==> src/rtl/mcu51_pkg.sv <==
// rtl/mcu51_pkg.sv - shared 8051-class core types and defaults
package mcu51_pkg;

    localparam int ADDR_W_DEF = 16;
    localparam int DATA_W_DEF = 8;

    localparam logic [15:0] RESET_PC_DEF = 16'h0000;

    typedef enum logic [2:0] {
        FETCH_IDLE = 3'b001,
        FETCH_REQ  = 3'b010,
        FETCH_DROP = 3'b100
    } fetch_state_e;

endpackage

==> src/rtl/ins_fifo.sv <==
// rtl/ins_fifo.sv - prefetch FIFO with flush and wrap-bit pointers
module ins_fifo #(
    parameter int WIDTH = 24,
    parameter int DEPTH = 4
) (
    input  logic                   clk,
    input  logic                   rst_n,
    input  logic                   push,
    input  logic [WIDTH-1:0]       push_data,
    input  logic                   pop,
    input  logic                   flush,
    output logic [WIDTH-1:0]       head,
    output logic [$clog2(DEPTH):0] count
);

    localparam int IDX_W = $clog2(DEPTH);
    localparam int PTR_W = IDX_W + 1;

    logic [WIDTH-1:0] mem_q [DEPTH];
    logic [WIDTH-1:0] mem_d [DEPTH];
    logic [PTR_W-1:0] wr_ptr_q, wr_ptr_d;
    logic [PTR_W-1:0] rd_ptr_q, rd_ptr_d;

    // Next-state for storage and pointers; flush beats push and pop
    always_comb begin
        mem_d    = mem_q;
        wr_ptr_d = wr_ptr_q;
        rd_ptr_d = rd_ptr_q;
        if (flush) begin
            wr_ptr_d = '0;
            rd_ptr_d = '0;
        end else begin
            if (push) begin
                mem_d[wr_ptr_q[IDX_W-1:0]] = push_data;
                wr_ptr_d = wr_ptr_q + PTR_W'(1);
            end
            if (pop) begin
                rd_ptr_d = rd_ptr_q + PTR_W'(1);
            end
        end
    end

    // Storage and pointer registers
    always_ff @(posedge clk or negedge rst_n) begin
        if (!rst_n) begin
            for (int i = 0; i < DEPTH; i++) begin
                mem_q[i] <= '0;
            end
            wr_ptr_q <= '0;
            rd_ptr_q <= '0;
        end else begin
            mem_q    <= mem_d;
            wr_ptr_q <= wr_ptr_d;
            rd_ptr_q <= rd_ptr_d;
        end
    end

    assign head  = mem_q[rd_ptr_q[IDX_W-1:0]];
    assign count = wr_ptr_q - rd_ptr_q;

endmodule

==> src/rtl/ins_fetch_unit.sv <==
// rtl/ins_fetch_unit.sv - program counter, memory request FSM and prefetch buffer
module ins_fetch_unit
    import mcu51_pkg::*;
#(
    parameter int                ADDR_W     = ADDR_W_DEF,
    parameter int                DATA_W     = DATA_W_DEF,
    parameter int                FIFO_DEPTH = 4,
    parameter logic [ADDR_W-1:0] RESET_PC   = ADDR_W'(RESET_PC_DEF)
) (
    input  logic                          clk,
    input  logic                          rst_n,
    output logic [ADDR_W-1:0]             mem_addr,
    output logic                          mem_rd_en,
    input  logic [DATA_W-1:0]             mem_rdata,
    input  logic                          mem_ready,
    input  logic                          redirect_valid,
    input  logic [ADDR_W-1:0]             redirect_pc,
    output logic                          ins_valid,
    output logic [DATA_W-1:0]             ins_data,
    output logic [ADDR_W-1:0]             ins_pc,
    input  logic                          ins_ready,
    output logic [$clog2(FIFO_DEPTH):0]   fifo_count
);

    localparam int                CNT_W   = $clog2(FIFO_DEPTH) + 1;
    localparam logic [CNT_W-1:0]  DEPTH_C = CNT_W'(FIFO_DEPTH);

    fetch_state_e       state_q, state_d;
    logic [ADDR_W-1:0]  fetch_pc_q, fetch_pc_d;
    logic [ADDR_W-1:0]  target_q, target_d;
    logic [ADDR_W-1:0]  mem_addr_q, mem_addr_d;
    logic               mem_rd_en_q, mem_rd_en_d;

    logic               accept;
    logic               push;
    logic               pop;
    logic [CNT_W-1:0]   count_if_push;
    logic [ADDR_W+DATA_W-1:0] head;

    assign accept        = mem_rd_en_q & mem_ready;
    assign pop           = ins_valid & ins_ready;
    assign count_if_push = fifo_count + CNT_W'(1) - CNT_W'(pop);

    // Fetch FSM next state: PC advance, redirect handling and request outputs
    always_comb begin
        state_d    = state_q;
        fetch_pc_d = fetch_pc_q;
        target_d   = target_q;
        push       = 1'b0;
        case (state_q)
            FETCH_IDLE: begin
                if (redirect_valid) begin
                    fetch_pc_d = redirect_pc;
                end else if (fifo_count < DEPTH_C) begin
                    state_d = FETCH_REQ;
                end
            end
            FETCH_REQ: begin
                if (accept) begin
                    if (redirect_valid) begin
                        fetch_pc_d = redirect_pc;
                    end else begin
                        push       = 1'b1;
                        fetch_pc_d = fetch_pc_q + ADDR_W'(1);
                        if (!(count_if_push < DEPTH_C)) begin
                            state_d = FETCH_IDLE;
                        end
                    end
                end else if (redirect_valid) begin
                    // The request cannot be withdrawn; wait it out in DROP
                    state_d  = FETCH_DROP;
                    target_d = redirect_pc;
                end
            end
            FETCH_DROP: begin
                if (accept) begin
                    fetch_pc_d = redirect_valid ? redirect_pc : target_q;
                    state_d    = FETCH_REQ;
                end else if (redirect_valid) begin
                    target_d = redirect_pc;
                end
            end
            default: state_d = FETCH_IDLE;
        endcase
        mem_rd_en_d = (state_d != FETCH_IDLE);
        mem_addr_d  = (state_d == FETCH_DROP) ? mem_addr_q : fetch_pc_d;
    end

    // FSM, PC, redirect target and registered memory request outputs
    always_ff @(posedge clk or negedge rst_n) begin
        if (!rst_n) begin
            state_q     <= FETCH_IDLE;
            fetch_pc_q  <= RESET_PC;
            target_q    <= RESET_PC;
            mem_addr_q  <= RESET_PC;
            mem_rd_en_q <= 1'b0;
        end else begin
            state_q     <= state_d;
            fetch_pc_q  <= fetch_pc_d;
            target_q    <= target_d;
            mem_addr_q  <= mem_addr_d;
            mem_rd_en_q <= mem_rd_en_d;
        end
    end

    ins_fifo #(
        .WIDTH (ADDR_W + DATA_W),
        .DEPTH (FIFO_DEPTH)
    ) u_fifo (
        .clk       (clk),
        .rst_n     (rst_n),
        .push      (push),
        .push_data ({fetch_pc_q, mem_rdata}),
        .pop       (pop),
        .flush     (redirect_valid),
        .head      (head),
        .count     (fifo_count)
    );

    assign mem_addr  = mem_addr_q;
    assign mem_rd_en = mem_rd_en_q;
    assign ins_valid = (fifo_count != '0);
    assign ins_data  = head[DATA_W-1:0];
    assign ins_pc    = head[DATA_W +: ADDR_W];

endmodule

==> config.mk <==
export PLATFORM = sky130hd
export DESIGN_NAME = ins_fetch_unit
export DESIGN_NICKNAME = d
export VERILOG_FILES = /design/src/rtl/mcu51_pkg.sv /design/src/rtl/ins_fifo.sv /design/src/rtl/ins_fetch_unit.sv
export SDC_FILE = /design/constraint.sdc
export NUM_CORES = 1
export LEC_CHECK = 0
export ABC_AREA = 1
export ABC_CLOCK_PERIOD_IN_PS = 6000
export BUFFER_PORTS_ARGS = -buffer_cell sky130_fd_sc_hd__buf_2
export CAP_MARGIN = 20
export CELL_PAD_IN_SITES_DETAIL_PLACEMENT = 1
export CELL_PAD_IN_SITES_GLOBAL_PLACEMENT = 2
export CORE_ASPECT_RATIO = 0.7
export CORE_MARGIN = 4
export CORE_UTILIZATION = 38
export CTS_BUF_LIST = sky130_fd_sc_hd__clkbuf_4 sky130_fd_sc_hd__clkbuf_8 sky130_fd_sc_hd__clkbuf_16
export DETAILED_ROUTE_END_ITERATION = 8
export PLACE_DENSITY_LB_ADDON = 0.1
export RECOVER_POWER = 100
export SLEW_MARGIN = 20
export SYNTH_ARGS = -nofsm -noshare
export SYNTH_HDL_FRONTEND = slang
export SYNTH_SLANG_ARGS = --single-unit
==> constraint.sdc <==
create_clock -name clk -period 6 [get_ports clk]
set_input_delay 1.2 -clock clk [delete_from_list [all_inputs] [get_ports clk]]
set_output_delay 1.2 -clock clk [all_outputs]
set_load 0.05 [all_outputs]
==> reports/summary.txt, run 1 <==
Critical Path Start: u_fifo.rd_ptr_q[0]
Number of global-route vias before repair: 6934
Synth area leaders: dfrtp_1 49%, nand2_1 13%, o21ai_0 9.7%
CP Max Fanout: 26
Slew HR: -0.546
Synthesized instance count: 972
Crit path depth: 6
Critical Path End: fifo_count[2]
Crit Path Class: reg -> out
CP Cell Sequence: clkbuf_1 > ha_1 > fa_1 > xor2_1 > xor2_2 > clkbuf_1
Crit path capture type: primary output
Residual DRC: 0
P per Cell Area: 552 mW/mm²
Initial Util: 0.390
Bufs on Longest Clock Path: 2
Fill count: 2490
Post-route cell area: 0.00884 mm²
Area post-placement: 0.00832 mm²
Row count: 43
Overall Power: 4.88 mW
CP peak stage delay: 0.97 ns
CTS tree: built
CP Buf/Inv Count: 2
Hold_ws: 0.478 ns
Hold_buf cts: 0
Net Count, Synth: 1009
Dominant cell type by area after synthesis: dfrtp_1
Core box area: 0.0200 mm²
Critical Path Most Common Cell: clkbuf_1
R2R cell count: 8
Main synth FF type: dfrtp_1
Core Util, Final: 0.442
Max VDD drop: 0.312 mV
# IOs: 74
Most frequent cells in the layout: 269 x nand2_1, 179 x o21ai_0, 153 x dfrtp_1
Skew final: 0.00853 ns
Critical Path RT: 4.80 ns
Static Leak: 4.06 nW
R2r endpoint: mem_rd_en
Hold Vio Cnt, Final: 0
Syn. warnings: 0
Vias per cell: 5.29
CP top delay family: buffers and inverters
RSZ-0062 raised after global routing: no
Commonest non-fill, non-tap cell in the layout: nand2_1
Area Growth Syn to Fin: 13.2%
Worst-Margin Slew: 2.32 ns
HP Class: reg -> reg
Worst-path clk slew: 0.06 ns
DIE WIDTH: 179 µm
Failing checks: max-capacitance violations, max-slew violations
Postcts setup bufs: 0
Register area share after synthesis: 0.494
Clk_lat worst skew: 0.43 ns
Total GRT Usage: 0.217
Multi-input gate area: 0.00347 mm²
Max Cap Violations: 3
Ratio of cells with drive above 1 in the final layout: 0.103
Minimum clock period: 4.99 ns
Kind of start point of the critical path: flop
GRT overflow: 0
Worst EP arrival: 3.79 ns
Final ANT Viol Nets: 0
Setup violations, final: 0
TritonCTS buffer count: 17
Ys async rst share: 1.00
Netlist cell types: 48
Slew Viols, Final: 119
Max Clock Freq: 0.200 GHz
Worst path slowest cell: clkbuf_1
Initial antenna violation count: 0
Nets: 1058
Clock tree sinks: 154
Hpwl dp: 15600 µm
Initial DRC Count: 465
Area share of the largest cell type after synthesis: 0.490
DIE HEIGHT: 128 µm
FF+latch area: 0.00385 mm²
Global-route wire length before repair: 38700 µm
Die footprint: 0.0229 mm²
H-tree depth: 4
Placer Congestion: 0.775
WL/cell: 18.1 µm
Cts repair resizes: 0
R2r startpoint: u_fifo.rd_ptr_q[0]
Reg2reg setup slack: 2.48 ns
Post-synth EDFFs: 0
Yosys reg bits: 154
Antenna cell count: 0
Synth Cell Area: 0.00781 mm²
Fin crit share: 0.831
CTS Root Cell: clkbuf_16
Via count: 6898
Status: finished with violations
Drt total wl: 23700 µm
I/O Buffers: 73
Avg Synthesized Cell Area: 8.03 µm²
Pre-Repair DR Iteration Count: 5
Largest net degree at the start of global routing: 76
Post-Route Setup TNS: 0 ns
[where the power goes]
group          switching (mW)  internal [mW]  total [mW]
Sequential              0.222           1.28        1.50
Clock                   0.455          0.674        1.13
Combinational            1.71          0.537        2.25
Total                    2.39           2.49        4.88
[worst reg2reg max path: stages, from the launching register on]
cell      delay (ns)
dfrtp_1         0.86
clkbuf_1        0.97
ha_1            0.32
fa_1            0.18
xor2_1          0.23
xor2_2          0.25
nor3_1          0.09
o21ai_0         0.46
inv_2           0.04
[per-layer routing]
layer | wire length [µm] | up-vias | global-route usage
li1 | - | 3321 | -
met1 | 12300 | 3443 | 0.328
met2 | 10100 | 120 | 0.317
met3 | 1010 | 14 | 0.0498
met4 | 228 | 0 | 0.0488
met5 | 0 | - | 0
[cells in the mapped netlist (9+ instances only)]
library cell and number:
buf_2 17, buf_4 9, clkbuf_1 25, dfrtp_1 153, inv_1 36, inv_2 12, nand2_1 267, nand3_1 32
nor2_1 105, nor3_1 9, o21ai_0 152, o21ai_1 35, o22ai_1 29
[registers in the layout, indices dropped and copies added (netlist names)]
register,flops
state_q,3
target_q,16
fetch_pc_q,16
mem_rd_en,1
u_fifo.mem_q,96
u_fifo.wr_ptr_q,3
mem_addr,16
u_fifo.rd_ptr_q,3
[how the worst min path moves through the flow]
stage,startpoint,end,cells after the start,slack (ns)
global route,u_fifo.mem_q[30],u_fifo.mem_q[30],2,0.49
global placement,mem_addr[9],mem_addr[9],2,0.46
finish,mem_addr[9],mem_addr[9],2,0.48
floorplan,target_q[4],target_q[4],2,0.45
CTS,mem_addr[13],mem_addr[13],2,0.48
detailed placement,mem_addr[1],mem_addr[1],2,0.46
[kinds of logic (layout without fill, tap and decap cells)]
kind of cell    count (synthesis)  count (layout)  share of synthesized area
simple gates                  447             447                      0.244
fa+ha+maj                       8               8                     0.0138
compound gates                255             255                      0.183
flops                         154             154                      0.494
buf+inv                       103             165                     0.0595
xor+xnor                        5               5                    0.00657
[per-stage QoR]
step,setup WS [ns],cells
finish,1.01,1304
global route,0.754,1304
CTS,1.69,1304
detailed placement,2.16,1272
global placement,2.21,1272
floorplan,2.62,972
[final cells by class]
| type | count | share of cell area |
|---|---|---|
| clock buffer | 23 | 0.0568 |
| clock inverter | 9 | 0.0125 |
| inverter | 49 | 0.0208 |
| multi-input combinational | 715 | 0.393 |
| sequential | 154 | 0.436 |
| tap | 270 | 0.0382 |
| timing repair buffer | 84 | 0.0429 |
Note: power is estimated with default switching activity, not from simulation.
==> inputs of run 2 (changes only) <==
--- a/config.mk
+++ b/config.mk
@@ -5,15 +5,15 @@
 export SDC_FILE = /design/constraint.sdc
 export NUM_CORES = 1
 export LEC_CHECK = 0
-export ABC_AREA = 1
-export ABC_CLOCK_PERIOD_IN_PS = 6000
+export ABC_AREA = 0
+export ABC_CLOCK_PERIOD_IN_PS = 4200
 export BUFFER_PORTS_ARGS = -buffer_cell sky130_fd_sc_hd__buf_2
 export CAP_MARGIN = 20
 export CELL_PAD_IN_SITES_DETAIL_PLACEMENT = 1
 export CELL_PAD_IN_SITES_GLOBAL_PLACEMENT = 2
 export CORE_ASPECT_RATIO = 0.7
 export CORE_MARGIN = 4
-export CORE_UTILIZATION = 38
+export CORE_UTILIZATION = 36
 export CTS_BUF_LIST = sky130_fd_sc_hd__clkbuf_4 sky130_fd_sc_hd__clkbuf_8 sky130_fd_sc_hd__clkbuf_16
 export DETAILED_ROUTE_END_ITERATION = 8
 export PLACE_DENSITY_LB_ADDON = 0.1
==> constraint.sdc (replaced) <==
create_clock -name clk -period 4.2 [get_ports clk]
set_input_delay 0.84 -clock clk [delete_from_list [all_inputs] [get_ports clk]]
set_output_delay 0.84 -clock clk [all_outputs]
set_load 0.05 [all_outputs]
==> run 2 against run 1 <==
  * Critical path depth is the same
  * Final cell count shrank 22%
  * Synthesized area up 0.66%
  * Register-to-register slack lost 1.9 ns
  * The run still ends with max-capacitance violations, max-slew violations left
  * Hold slack got worse by 0.0019 ns
  * Highest routed layer unchanged
  * Power rose by 32%
  * Critical path type is now in -> reg
  * Routed wire length decreased by 5.9%
  * Largest cell class unchanged
  * Sequential power rose by 53%
  * Via count fell by 18%
  * Worst setup slack lost 0.47 ns
  * Non-clock buffer count increased by 6
  * Clock power increased by 41%
==> reports/summary.txt, run 2 <==
Fill count: 2299 (-7.7%)
# IOs: 74 (unchanged)
Top-count cell post-synth: dfrtp_1
Core box area: 0.0211 mm² (+5.4%)
Skew final: 0.00905 ns (+0.000526 ns)
Hold Vio Cnt, Final: 0 (unchanged)
CP top delay family: buffers and inverters
Ratio of cells with drive above 1 in the final layout: 0.277 (+0.174)
HP Class: reg -> reg
Die footprint: 0.0243 mm² (+5.9%)
Placer Congestion: 0.840 (+8.3%)
Max Cap Violations: 2 (-1)
Global-route wire length before repair: 35900 µm (-7.1%)
Hpwl dp: 15700 µm (+0.74%)
DIE HEIGHT: 132 µm (+2.9%)
Max FFs per register: 96 (unchanged)
Clock network power share: 0.246 (+0.015)
Max Clock Freq: 0.273 GHz
CP peak stage delay: 0.88 ns (-0.09 ns)
H-tree depth: 4 (unchanged)
Initial DRC Count: 308 (-34%)
Ys async rst share: 1.00 (unchanged)
Worst-Margin Slew: 1.82 ns (-0.495 ns)
Total GRT Usage: 0.190 (-0.0269)
Biggest register: u_fifo.mem_q
Initial antenna violation count: 0 (unchanged)
Most frequent cells in the layout: 152 x dfrtp_1, 101 x mux2_2, 66 x nand2_1
Status: finished with violations
Sequential fraction of design power: 0.353 (+0.045)
WL/cell: 21.9 µm (+21%)
Syn. warnings: 0 (unchanged)
Critical Path RT: 4.51 ns (-0.29 ns)
Static Leak: 3.92 nW (-3.6%)
Top cells by count, synth: 153 x dfrtp_1, 102 x mux2_2, 66 x nand2_1, 53 x o21ai_0, 26 x a21oi_1
Critical Path Most Common Cell: clkbuf_1
Failing checks: max-capacitance violations, max-slew violations
Via count: 5642 (-18%)
Netlist cell types: 75 (+56%)
Setup violations, final: 0 (unchanged)
Synthesized instance count: 672 (-31%)
Synth area leaders: dfrtp_1 49%, mux2_2 15%, mux4_2 6.9%
Core Util, Final: 0.422 (-0.0198)
Clock tree sinks: 154 (unchanged)
CTS Root Cell: clkbuf_16
FF+latch area: 0.00386 mm² (about the same)
Cts repair resizes: 0 (unchanged)
Area share of the largest cell type after synthesis: 0.487 (-0.00320)
Sw Pwr: 2.83 mW (+18%)
Reg2reg setup slack: 0.60 ns (-1.88 ns)
Slew Viols, Final: 89 (-25%)
CTS tree: built
Clk_lat worst skew: 0.43 ns (about the same)
Pre-Repair DR Iteration Count: 4 (-1)
Final ANT Viol Nets: 0 (unchanged)
Post-synth EDFFs: 0 (unchanged)
Initial Util: 0.373 (-0.0174)
Post-route cell area: 0.00889 mm² (+0.64%)
CP Buf/Inv Count: 3 (+1)
RSZ-0062 raised after global routing: no
Postcts setup bufs: 0 (unchanged)
TritonCTS buffer count: 17 (unchanged)
Hold_buf cts: 0 (unchanged)
Largest net degree at the start of global routing: 70 (-7.9%)
Worst path slowest cell: clkbuf_1
Worst EP arrival: 3.97 ns (+0.18 ns)
Yosys reg bits: 154 (unchanged)
Multi-input gate area: 0.00363 mm² (+4.6%)
DIE WIDTH: 185 µm (+2.9%)
Worst-path clk slew: 0.06 ns (about the same)
Vias per cell: 5.55 (+4.9%)
Commonest non-fill, non-tap cell in the layout: dfrtp_1
I/O Buffers: 73 (unchanged)
Gate power share: 0.400 (-0.061)
Antenna cell count: 0 (unchanged)
Kind of start point of the critical path: input pin
Area post-placement: 0.00845 mm² (+1.6%)
Row count: 44 (+2.3%)
Fin crit share: 0.871
Number of global-route vias before repair: 6173 (-11%)
Slew HR: -0.216 (+0.330)
GRT overflow: 0 (unchanged)
Synth Cell Area: 0.00786 mm² (+0.66%)
Max VDD drop: 0.581 mV (+86%)
Drt total wl: 22300 µm (-5.9%)
Register area share after synthesis: 0.491 (-0.00322)
Dominant cell type by area after synthesis: dfrtp_1
P per Cell Area: 727 mW/mm² (+32%)
Crit path capture type: flop
Main synth FF type: dfrtp_1
Internal: 3.64 mW (+46%)
Avg Synthesized Cell Area: 11.7 µm² (+46%)
Crit Path Class: in -> reg
Net Count, Synth: 709 (-30%)
CP Cell Sequence: clkbuf_1 > and2_0 > clkbuf_1 > nor3_1 > clkbuf_1 > mux2_2
CP Max Fanout: 24 (-7.7%)
Minimum clock period: 3.66 ns
Switching Share: 0.437 (-0.0528)
Bufs on Longest Clock Path: 2 (unchanged)
Post-Route Setup TNS: 0 ns (unchanged)
Area Growth Syn to Fin: 13.2% (about the same)
Nets: 765 (-28%)
Residual DRC: 0 (unchanged)
[run 2: power groups by stage]
stage	sequential [mW]	clock [mW]	combinational [mW]
floorplan	2.30	0	1.94
global placement	2.29	0	2.64
detailed placement	2.32	0	2.68
CTS	2.29	1.63	2.69
global route	2.35	1.70	2.79
finish	2.29	1.59	2.59
[run 2: cell type report]
| cell class | instances | area share |
|---|---|---|
| Clock inverter | 12 | 0.0156 |
| Clock buffer | 20 | 0.0525 |
| Inverter | 17 | 0.00718 |
| Timing Repair Buffer | 90 | 0.0442 |
| Sequential cell | 154 | 0.434 |
| Multi-Input combinational cell | 448 | 0.408 |
| Tap cell | 276 | 0.0388 |
[run 2: logic make-up after synthesis]
group	count (synthesis)	synth area share
flip-flops	154	0.491
AND/OR/NAND/NOR	156	0.101
adder cells (fa/ha/maj)	8	0.0137
XOR/XNOR	9	0.0100
AO/OA/AOI/OAI	140	0.116
multiplexers	135	0.226
buffers and inverters	70	0.0420
[run 2: worst paths after layout]
path / from / to / depth (start not counted)
worst max-delay path: mem_ready / mem_addr[10] / 6
worst min-delay path: u_fifo.mem_q[91] / u_fifo.mem_q[91] / 2
worst max register to register: mem_rd_en / mem_addr[10] / 5
worst min register to register: u_fifo.mem_q[91] / u_fifo.mem_q[91] / 2
max in group asynchronous: rst_n / u_fifo.mem_q[49] / 2
min in group asynchronous: rst_n / u_fifo.mem_q[91] / 1
[run 2: tightest hold or removal path, cell delays in order, from the launching register on]
cell and delay [ns]:
dfrtp_1 0.34, nand2_1 0.05, o21ai_0 0.06
[run 2: per-layer routing]
metal	global-route usage	up-vias	routed length [µm]	part of all wire
li1	-	2566	-	-
met1	0.282	2962	11200	0.50
met2	0.285	103	10100	0.45
met3	0.0412	11	864	0.039
met4	0.0431	0	151	0.0068
met5	0	-	0	0
[run 2: per-stage QoR]
step / power [mW] / setup slack (ns) / std cells / hold WS (ns)
after floorplan: 4.24 / 1.48 / 672 / 0.445
after global placement: 4.93 / 1.19 / 985 / 0.457
after detailed placement: 5.00 / 1.15 / 985 / 0.469
after CTS: 6.62 / 0.767 / 1017 / 0.425
after global routing: 6.84 / 0.405 / 1017 / 0.509
final: 6.47 / 0.540 / 1017 / 0.476
